[config.mk]
export PLATFORM = sky130hd
export DESIGN_NAME = scramble_mixer
export DESIGN_NICKNAME = d
export VERILOG_FILES = /design/src/rtl/scramble_mixer.sv
export SDC_FILE = /design/constraint.sdc
export NUM_CORES = 1
export LEC_CHECK = 0
export ABC_AREA = 0
export BUFFER_PORTS_ARGS = -buffer_cell sky130_fd_sc_hd__buf_4
export CAP_MARGIN = 25
export CORE_ASPECT_RATIO = 1.25
export CORE_MARGIN = 5
export CORE_UTILIZATION = 55
export CTS_BUF_LIST = sky130_fd_sc_hd__clkbuf_4 sky130_fd_sc_hd__clkbuf_8
export CTS_CLUSTER_DIAMETER = 100
export DETAILED_ROUTE_END_ITERATION = 7
export PLACE_DENSITY_LB_ADDON = 0.3
export SLEW_MARGIN = 30
export SYNTH_ARGS = -nofsm -noshare
export SYNTH_HDL_FRONTEND = slang
export SYNTH_SLANG_ARGS = --single-unit
[constraint.sdc]
create_clock -name clk -period 5.1 [get_ports clk]
set_input_delay 1.02 -clock clk [delete_from_list [all_inputs] [get_ports clk]]
set_output_delay 1.02 -clock clk [all_outputs]
set_load 0.01 [all_outputs]
[src/rtl/scramble_mixer.sv]
// Complex chip mixer: multiplies spread I/Q chips by the (+-1 +-j) long code,
// saturates, and restarts the scrambler at every radio-frame boundary.
module scramble_mixer #(
    parameter int unsigned WIDTH     = 12,
    parameter int unsigned FRAME_LEN = 38400,
    parameter int unsigned CNT_W     = 16
) (
    input  logic               clk,
    input  logic               reset,
    input  logic               in_valid,
    output logic               in_ready,
    input  logic [WIDTH-1:0]   in_i,
    input  logic [WIDTH-1:0]   in_q,
    output logic               scr_enable,
    output logic               scr_reset,
    input  logic [1:0]         scr_code,
    output logic               out_valid,
    input  logic               out_ready,
    output logic [WIDTH:0]     out_i,
    output logic [WIDTH:0]     out_q,
    output logic               frame_start
);

    localparam int unsigned EW = WIDTH + 2;
    localparam int unsigned OW = WIDTH + 1;
    localparam logic [CNT_W-1:0]    LAST_CHIP = CNT_W'(FRAME_LEN - 1);
    localparam logic signed [EW-1:0] SAT_MAX  = EW'((2 ** WIDTH) - 1);
    localparam logic signed [EW-1:0] SAT_MIN  = ~SAT_MAX;

    typedef enum logic {
        INIT,
        RUN
    } state_t;

    state_t                 state_q, state_d;
    logic [CNT_W-1:0]       chip_cnt, chip_cnt_d;
    logic                   out_valid_d;
    logic [OW-1:0]          out_i_d, out_q_d;
    logic                   frame_start_d;
    logic                   accept;

    logic signed [EW-1:0]   ext_i, ext_q;
    logic signed [EW-1:0]   i_c, q_d, i_d, q_c;
    logic signed [EW-1:0]   re_full, im_full;
    logic [OW-1:0]          re_sat, im_sat;

    function automatic logic [OW-1:0] saturate(input logic signed [EW-1:0] v);
        if (v > SAT_MAX) begin
            return SAT_MAX[OW-1:0];
        end else if (v < SAT_MIN) begin
            return SAT_MIN[OW-1:0];
        end
        return v[OW-1:0];
    endfunction

    // Complex multiply by the +-1 code signs; a code bit of 1 means +1.
    always_comb begin
        ext_i   = {{2{in_i[WIDTH-1]}}, in_i};
        ext_q   = {{2{in_q[WIDTH-1]}}, in_q};
        i_c     = scr_code[1] ? ext_i : -ext_i;
        q_d     = scr_code[0] ? ext_q : -ext_q;
        i_d     = scr_code[0] ? ext_i : -ext_i;
        q_c     = scr_code[1] ? ext_q : -ext_q;
        re_full = i_c - q_d;
        im_full = i_d + q_c;
        re_sat  = saturate(re_full);
        im_sat  = saturate(im_full);
    end

    // Next-state, handshake and frame bookkeeping.
    always_comb begin
        state_d       = state_q;
        chip_cnt_d    = chip_cnt;
        out_valid_d   = out_valid;
        out_i_d       = out_i;
        out_q_d       = out_q;
        frame_start_d = frame_start;
        in_ready      = 1'b0;
        scr_reset     = 1'b0;
        accept        = 1'b0;
        scr_enable    = 1'b0;

        case (state_q)
            INIT: begin
                scr_reset = 1'b1;
                state_d   = RUN;
            end
            RUN: begin
                in_ready = !out_valid || out_ready;
            end
            default: state_d = INIT;
        endcase

        accept     = in_valid && in_ready;
        scr_enable = accept;

        if (out_valid && out_ready) begin
            out_valid_d = 1'b0;
        end

        if (accept) begin
            out_valid_d   = 1'b1;
            out_i_d       = re_sat;
            out_q_d       = im_sat;
            frame_start_d = (chip_cnt == '0);
            if (chip_cnt == LAST_CHIP) begin
                chip_cnt_d = '0;
                state_d    = INIT;
            end else begin
                chip_cnt_d = chip_cnt + CNT_W'(1);
            end
        end
    end

    always_ff @(posedge clk) begin
        if (reset) begin
            state_q     <= INIT;
            chip_cnt    <= '0;
            out_valid   <= 1'b0;
            out_i       <= '0;
            out_q       <= '0;
            frame_start <= 1'b0;
        end else begin
            state_q     <= state_d;
            chip_cnt    <= chip_cnt_d;
            out_valid   <= out_valid_d;
            out_i       <= out_i_d;
            out_q       <= out_q_d;
            frame_start <= frame_start_d;
        end
    end

endmodule

==> results.txt, run 1 <==
initial antenna violation count: 0
arrival time worst endpoint: 4.83 ns
minimum clock period: 4.617 ns
post-route antenna net violation count: 0
post-synthesis sequential area ratio: 21.96%
total wire length: 10,380 microns
clock slew at reported path FFs: 0.08 ns
Die W: 87.25 microns
ys flop type: dfxtp_1
Area Growth Syn to Fin: 15.68%
Setup WS pre-CTS: 0.07921 ns
worst setup margin: 0.4832 ns
H-tree Lvls: 2
setup TNS: 0 ns
CTS Buf Count: 5
Vias: 4,012
# diodes: 0
Mapped Cells: 532
Leakage: 1.971 nW
die area: 9297 sq um
drt drc: 0
RSZ-0062 raised after global routing: no
CTS max path bufs: 2
detailed placement HPWL: 8321 microns
max cap viols: 0
CTS Hold Bufs: 0
Root Driver: clkbuf_8
Post-CTS Resized: 0
starting density of the core: 56.10%
VDD IR-drop max: 0.1422 mV
Setup-failing EPs final: 0
nets: 644
Post-Place Cell Area: 4618 sq um
largest net degree at the start of global routing: 31
number of synthesized flops with an enable pin: 0
fraction of layout cells with a size suffix above 1: 15.27%
vias in the first global route: 4,008
crit-path max FO: 10
wire per inst: 15.38 microns
Layout Skew: 0.004336 ns
CORE AREA: 7313 sq um
total gr overflow: 0
most common cell after layout, fill and taps aside: nor2_1
slew margin rel.: 52.21%
Port Buffer Count: 60
total power: 0.001366 W
Worst-Margin Slew: 0.7160 ns
row count: 35
most frequent cells in the layout: 87 x nor2_1, 64 x buf_4, 45 x dfxtp_1
Final Util: 64.89%
Synth cell types: 62
Hold Crit Start: frame_start
I/O Pins: 61
Clock Latency Late Sink: 0.29 ns
post-route design area: 4746 sq um
average vias per placed instance: 5.944
die height: 106.6 microns
CTS tree: yes
DR pass1 iterations: 5
Ys Warns: 0
wire length of the first global-routing pass: 18,040 microns
GRT Util Overall: 23.38%
Post-synth ARST share: 0%
max frequency: 0.2166 GHz
RePlAce Congestion: 1.035
Hold Path Class: reg2reg
final hold vios: 0
register bit total from synthesis: 45
Startpoint Class: input port
syn avg cell area: 7.712 sq um
Final period util: 90.53%
Net Count, Synth: 594
r2r setup slk: 2.18 ns
postcts setup bufs: 0
Mapped Area: 4103 sq um
pins over their slew limit: 0
crit path kind: in2reg
outcome: complete, no violations
initial DRC count: 275
CTS sink cnt: 45
element type at the critical path end: flip-flop
Min-Delay Path Depth: 2
Hold Path End: frame_start
FF-to-FF Start: out_valid
PD cells: 287.7 nW/um^2
FF-to-FF path depth: 9
Required @ worst endpoint: 5.31 ns
worst reg2reg path endpoint: chip_cnt[15]
[where the power goes]
part	leakage (nW)	switching [W]	internal [W]	total [W]
Sequential	0.368	0.0000140	0.000375	0.000389
Clock	0.0619	0.000118	0.000165	0.000283
Combinational	1.54	0.000390	0.000303	0.000693
[per-layer routing]
layer | wire length [microns] | global-route usage [%] | up-vias
met5 | 0 | 0 | -
met4 | 268 | 9.320 | 0
met3 | 576 | 2.093 | 19
met2 | 5299 | 42.03 | 138
met1 | 4237 | 27.89 | 1867
li1 | - | - | 1988
[cell usage after synthesis (all sizes together) (3+ instances only)]
master / instances / area, sq um
nor2: 87 / 326.6
dfxtp: 45 / 900.9
a21oi: 43 / 219.0
xor2: 42 / 367.9
xnor2: 35 / 314.1
ha: 30 / 375.4
a211oi: 27 / 202.7
nand2: 27 / 101.4
o21ai: 27 / 138.9
inv: 21 / 78.83
maj3: 15 / 151.4
clkbuf: 14 / 52.55
nand3: 11 / 55.05
nor3: 10 / 61.31
and3: 8 / 50.05
buf: 7 / 35.03
nand4: 7 / 43.79
nor4: 6 / 43.79
a21o: 5 / 37.54
and2: 5 / 31.28
nand2b: 5 / 31.28
o21a: 5 / 37.54
or2: 5 / 31.28
mux2i: 4 / 40.04
or3: 3 / 18.77
[layout make-up]
cell class / instances / area (sq um)
well taps: 92 / 115.1
flip-flops and latches: 45 / 900.9
inverters: 21 / 78.83
repair buffers: 64 / 480.5
clock inverters: 1 / 30.03
fillers: 640 / 2567
clock buffers: 7 / 90.09
multi-input cells: 445 / 3050
[metrics by stage]
step	cells	hold WS, ns
after floorplan	532	0.4664
after global placement	667	0.4459
after detailed placement	667	0.4571
after CTS	675	0.4684
after global routing	675	0.4994
final	675	0.4622
[worst max-delay path by stage]
| stage | start | endpoint | cells past startpoint |
|---|---|---|---|
| floorplan | in_q[0] | out_i[10] | 15 |
| global placement | in_q[0] | out_i[2] | 16 |
| detailed placement | in_q[0] | out_i[7] | 16 |
| CTS | in_q[0] | out_i[7] | 16 |
| global route | in_q[0] | out_q[9] | 16 |
| finish | in_q[0] | out_q[3] | 16 |
[critical path, cell delays in order]
cell and delay [ns]:
buf_4 0.14, inv_1 0.05, ha_1 0.19, nand2b_1 0.10, or4_1 0.45, nor4b_1 0.48, a21o_1 0.21, o21ai_0 0.15
ha_1 0.42, a21oi_1 0.17, o21ai_0 0.10, a41oi_1 0.16, o21ai_0 0.17, xor2_1 0.58, o21ai_0 0.20, a211oi_1 0.24
[sequential cells by signal, summed over array words and instances (netlist names)]
signal	cells
frame_start	1
out_q	13
state_q	1
out_valid	1
chip_cnt	16
out_i	13
[cell families after synthesis]
family | after synthesis | share of synthesized area, %
simple gates | 184 | 21.35
xor+xnor | 77 | 16.62
buf+inv | 42 | 4.056
flops | 45 | 21.96
fa+ha+maj | 47 | 13.82
mux | 6 | 1.525
compound gates | 131 | 20.68
No activity file was read; power rests on OpenSTA's default activity.
==> inputs of run 2 (changes only) <==
--- a/config.mk
+++ b/config.mk
@@ -14,7 +14,7 @@
 export CTS_BUF_LIST = sky130_fd_sc_hd__clkbuf_4 sky130_fd_sc_hd__clkbuf_8
 export CTS_CLUSTER_DIAMETER = 100
 export DETAILED_ROUTE_END_ITERATION = 7
-export PLACE_DENSITY_LB_ADDON = 0.3
+export PLACE_DENSITY_LB_ADDON = 0.12
 export SLEW_MARGIN = 30
 export SYNTH_ARGS = -nofsm -noshare
 export SYNTH_HDL_FRONTEND = slang
==> results.txt, run 2 (synthesis results as in run 1) <==
fraction of layout cells with a size suffix above 1: 15.09% (-0.17 points)
most common cell after layout, fill and taps aside: nor2_1
Final period util: 87.23% (-3.3 points)
die area: 9297 sq um (unchanged)
Finished Layout Cells: 675 (unchanged)
initial antenna violation count: 0 (unchanged)
Die W: 87.25 microns (unchanged)
Setup-failing EPs final: 0 (unchanged)
routed length on met3: 433 microns (-25%)
crit path buf inv count: 2 (unchanged)
nets: 646 (+0.31%)
wire per inst: 14.80 microns (-3.7%)
Hold Path Class: reg2reg
CTS tree: yes
Port Buffer Count: 60 (unchanged)
slew margin rel.: 49.33% (-2.9 points)
met1 wire length: 4298 microns (+1.4%)
H-tree Lvls: 2 (unchanged)
Top Metal Used: met4
crit path kind: in2reg
outcome: complete, no violations
Layout fillers: 686 (+7.2%)
Root Driver: clkbuf_8
clock slew at reported path FFs: 0.08 ns (about the same)
Met2 Routed Length: 5125 microns (-3.3%)
final hold vios: 0 (unchanged)
largest net degree at the start of global routing: 31 (unchanged)
Final Util: 64.36% (-0.53 points)
most frequent cells in the layout: 87 x nor2_1, 66 x buf_4, 45 x dfxtp_1
dpl cells: 669 (+0.30%)
Leakage: 1.953 nW (-0.91%)
vias in the first global route: 3,689 (-8.0%)
Startpoint Class: input port
minimum clock period: 4.449 ns (-0.1683 ns)
DR pass1 iterations: 5 (unchanged)
Area Growth Syn to Fin: 14.73%
# diodes: 0 (unchanged)
CP max-delay cell: xnor2_1
total wire length: 9993 microns (-3.7%)
max reg flops: 16 (unchanged)
r2r setup slk: 2.23 ns (+0.05 ns)
Top delay family on crit path: compound AO/OA/AOI/OAI gates
Vias: 3,887 (-3.1%)
starting density of the core: 56.10% (unchanged)
die height: 106.6 microns (unchanged)
Multi-input gate area: 3043 sq um (-0.25%)
worst setup margin: 0.6514 ns (+0.1683 ns)
wire length of the first global-routing pass: 17,230 microns (-4.5%)
Clock Latency Late Sink: 0.29 ns (about the same)
RSZ-0062 raised after global routing: no
post-route antenna net violation count: 0 (unchanged)
arrival time worst endpoint: 4.59 ns (-0.24 ns)
detailed placement HPWL: 8084 microns (-2.9%)
Post-CTS Resized: 0 (unchanged)
CP most frequent cell: o21ai_0
max frequency: 0.2248 GHz (+3.8%)
CTS max path bufs: 2 (unchanged)
setup TNS: 0 ns (unchanged)
average vias per placed instance: 5.759 (-3.1%)
CTS Buf Count: 5 (unchanged)
initial DRC count: 212 (-23%)
Sequential Area: 900.9 sq um (unchanged)
pins over their slew limit: 0 (unchanged)
Setup WS pre-CTS: 0.3401 ns (+0.2609 ns)
CTS sink cnt: 45 (unchanged)
GRT Util Overall: 22.36% (-1.0 points)
CTS Hold Bufs: 0 (unchanged)
PD cells: 271.1 nW/um^2 (-5.8%)
row count: 35 (unchanged)
Worst-Margin Slew: 0.7592 ns (+0.04319 ns)
largest reg by FF count: chip_cnt
drt drc: 0 (unchanged)
CORE AREA: 7313 sq um (unchanged)
I/O Pins: 61 (unchanged)
RePlAce Congestion: 0.9404 (-9.2%)
Required @ worst endpoint: 5.24 ns (-0.07 ns)
element type at the critical path end: flip-flop
slowest stage delay, CP: 0.48 ns (-0.10 ns)
postcts setup bufs: 0 (unchanged)
max cap viols: 0 (unchanged)
VDD IR-drop max: 0.2124 mV (+49%)
Layout Skew: 0.004555 ns (+0.0002196 ns)
total gr overflow: 0 (unchanged)
crit-path max FO: 5 (-5)
worst path cell trace: buf_4 > inv_1 > ha_1 > nand2b_1 > or4_1 > nor4b_1 > a21o_1 > o21ai_0 > ha_1 > a21oi_1 > o21ai_0 > a41oi_1 > o21ai_0 > xnor2_1 > maj3_2 > a211oi_1
Top Registers: chip_cnt x16, out_i x13, out_q x13
run 2: layer usage:
layer  global-route usage (%)  vias to the layer above
met5                        0                        -
met4                    5.044                        0
met3                    1.938                       11
met2                    39.82                       84
met1                    28.71                     1805
li1                         -                     1987
run 2: metrics by stage:
stage	total power, W	hold WS (ns)	instance area (sq um)
3_5_place_dp	0.001081	0.4485	4633
5_1_grt	0.001379	0.4795	4707
2_1_floorplan	0.0009040	0.4664	4103
3_3_place_gp	0.001066	0.4451	4626
6_report	0.001276	0.4545	4707
4_1_cts	0.001281	0.4594	4707
run 2: worst register-to-register path, cell delays in order (launching register included):
cell and delay (ns):
dfxtp_1 0.32, nand2b_1 0.11, and2_1 0.16, nand2_1 0.30, inv_1 0.69, nand4_1 0.36
nor3_1 0.45, nand3_1 0.15, xor2_1 0.16, nor2_1 0.05
run 2: final timing paths:
check,from,to,depth (start not counted)
min reg2reg,frame_start,frame_start,2
max,in_q[0],out_q[8],16
max reg2reg,out_valid,chip_cnt[15],9
min,frame_start,frame_start,2
run 2: power by group:
group / internal (W) / total [W] / switching (W)
Sequential: 0.000375 / 0.000388 / 0.0000134
Clock: 0.0000902 / 0.000201 / 0.000110
Combinational: 0.000308 / 0.000687 / 0.000379
run 2: layout make-up:
cell class	count	share of cell area, %
Clock buffer	5	1.462
Inverter	21	1.675
Sequential cell	45	19.14
Timing Repair Buffer	66	10.53
Clock inverter	1	0.1063
Multi-Input combinational cell	445	64.65
Tap cell	92	2.446
==> inputs of run 3 (changes only) <==
--- a/config.mk
+++ b/config.mk
@@ -8,7 +8,6 @@
 export ABC_AREA = 0
 export BUFFER_PORTS_ARGS = -buffer_cell sky130_fd_sc_hd__buf_4
 export CAP_MARGIN = 25
-export CORE_ASPECT_RATIO = 1.25
 export CORE_MARGIN = 5
 export CORE_UTILIZATION = 55
 export CTS_BUF_LIST = sky130_fd_sc_hd__clkbuf_4 sky130_fd_sc_hd__clkbuf_8
==> results.txt, run 3 (synthesis results as in run 1) <==
outcome: complete, no violations
CTS max path bufs: 2 (unchanged)
Die W: 96.37 microns (+10%)
Multi-input gate area: 3043 sq um (unchanged)
setup TNS: 0 ns (unchanged)
GRT Util Overall: 21.80% (-0.55 points)
worst path cell trace: buf_4 > inv_1 > ha_1 > nand2b_1 > or4_1 > nor4b_1 > nor2_1 > xnor2_1 > ha_1 > nand4_1 > or2_2 > o21ai_0 > xnor2_1 > buf_4 > maj3_1 > a211oi_1
H-tree Lvls: 2 (unchanged)
wire length of the first global-routing pass: 16,320 microns (-5.3%)
DR pass1 iterations: 5 (unchanged)
nets: 645 (-0.15%)
Leakage: 1.952 nW (about the same)
final hold vios: 0 (unchanged)
wire per inst: 14.57 microns (-1.6%)
drt drc: 0 (unchanged)
most used routing layer: met2
PD cells: 276.5 nW/um^2 (+2.0%)
Startpoint Class: input port
CTS Buf Count: 5 (unchanged)
post-route antenna net violation count: 0 (unchanged)
hold slack: 0.4630 ns (+0.008509 ns)
postcts setup bufs: 0 (unchanged)
Hold Path Class: reg2reg
Post-CTS Resized: 0 (unchanged)
CTS Hold Bufs: 0 (unchanged)
Layout fillers: 666 (-2.9%)
largest reg by FF count: chip_cnt
CTS sink cnt: 45 (unchanged)
detailed placement HPWL: 7901 microns (-2.3%)
clock slew at reported path FFs: 0.09 ns (about the same)
most frequent cells in the layout: 87 x nor2_1, 65 x buf_4, 45 x dfxtp_1
Sw Ratio: 40.25% (+0.83 points)
met3 Use GR: 2.424% (+0.49 points)
RePlAce Congestion: 0.9351 (-0.56%)
element type at the critical path end: flip-flop
slowest stage delay, CP: 0.48 ns (about the same)
Clk pwr share: 17.4% (+1.7 points)
Clock Latency Late Sink: 0.30 ns (about the same)
CTS tree: yes
M1 GR Usage: 29.15% (+0.45 points)
VDD IR-drop max: 0.1487 mV (-30%)
crit path kind: in2reg
minimum clock period: 4.406 ns (-0.04243 ns)
arrival time worst endpoint: 4.63 ns (+0.04 ns)
average vias per placed instance: 5.729 (-0.51%)
Setup-failing EPs final: 0 (unchanged)
part of the power in registers: 29.7% (-0.7 points)
starting density of the core: 56.56% (+0.46 points)
CP max-delay cell: nor4b_1
Top Registers: chip_cnt x16, out_i x13, out_q x13
Min-Delay Path Depth: 2 (unchanged)
crit-path max FO: 13 (+8)
max cap viols: 0 (unchanged)
dpl cells: 675 (+0.90%)
Port Buffer Count: 60 (unchanged)
Required @ worst endpoint: 5.32 ns (+0.08 ns)
Sequential Area: 900.9 sq um (unchanged)
initial DRC count: 138 (-35%)
total power: 0.001306 W (+2.4%)
max frequency: 0.2270 GHz (+0.96%)
RSZ-0062 raised after global routing: no
power share of the combinational group: 52.9% (-1.0 points)
FF-to-FF path depth: 9 (unchanged)
Area Growth Syn to Fin: 15.16%
total wire length: 9951 microns (-0.42%)
vias in the first global route: 3,501 (-5.1%)
# diodes: 0 (unchanged)
max reg flops: 16 (unchanged)
Int Power: 0.0007805 W (+0.96%)
Final period util: 86.39% (-0.83 points)
Vias: 3,913 (+0.67%)
largest net degree at the start of global routing: 31 (unchanged)
Root Driver: clkbuf_8
die height: 96.37 microns (-9.6%)
CORE AREA: 7253 sq um (-0.82%)
initial antenna violation count: 0 (unchanged)
total gr overflow: 0 (unchanged)
I/O Pins: 61 (unchanged)
row count: 31 (-11%)
slew margin rel.: 49.64% (+0.30 points)
Worst-Margin Slew: 0.7546 ns (-0.004554 ns)
Layout Skew: 0.004535 ns (-0.00002087 ns)
routing usage on met2: 37.21% (-2.6 points)
die area: 9286 sq um (-0.12%)
Finished Layout Cells: 683 (+1.2%)
fraction of layout cells with a size suffix above 1: 15.24% (+0.15 points)
pins over their slew limit: 0 (unchanged)
most common cell after layout, fill and taps aside: nor2_1
P_sw: 0.0005258 W (+4.5%)
[run 3: path summary, 6_finish.rpt]
path,endpoint,slack [ns],from
worst max-delay path,out_i[3],0.69,in_q[0]
worst min-delay path,frame_start,0.46,frame_start
worst max register to register,chip_cnt[15],2.27,out_valid
worst min register to register,frame_start,0.46,frame_start
[run 3: routing by layer]
metal	vias up	share of wire [%]	wire (microns)
met3	11	5.0	500
met4	0	1.4	138
met1	1823	46	4627
met5	-	0	0
met2	97	47	4684
li1	1982	-	-
[run 3: stage by stage]
step	worst slack [ns]	area (sq um)	utilization (%)
finish	0.6939	4725	65.14
global route	0.2699	4725	65.14
CTS	0.6176	4717	65.03
detailed placement	0.3068	4627	63.79
global placement	0.4119	4627	63.79
floorplan	0.8838	4103	-
[run 3: layout make-up]
class                           instances  area share, %
Timing Repair Buffer                   65          10.33
Tap cell                               99          2.622
Multi-Input combinational cell        445          64.41
Clock inverter                          3         0.4502
Clock buffer                            5          1.457
Inverter                               21          1.668
Sequential cell                        45          19.07
[run 3: power groups by stage]
stage / Sequential, W / Clock [W] / Combinational, W
after floorplan: 0.000405 / 0 / 0.000499
after global placement: 0.000395 / 0 / 0.000670
after detailed placement: 0.000396 / 0 / 0.000683
after CTS: 0.000388 / 0.000234 / 0.000688
after global routing: 0.000391 / 0.000249 / 0.000769
final: 0.000387 / 0.000227 / 0.000691
[run 3: worst max-delay path, delay by kind of cell]
kind,cells,cell delay (ns)
buffers and inverters,3,0.37
adder cells (fa/ha/maj),3,0.96
AO/OA/AOI/OAI,2,0.43
XOR/XNOR,2,0.26
AND/OR/NAND/NOR,6,1.59
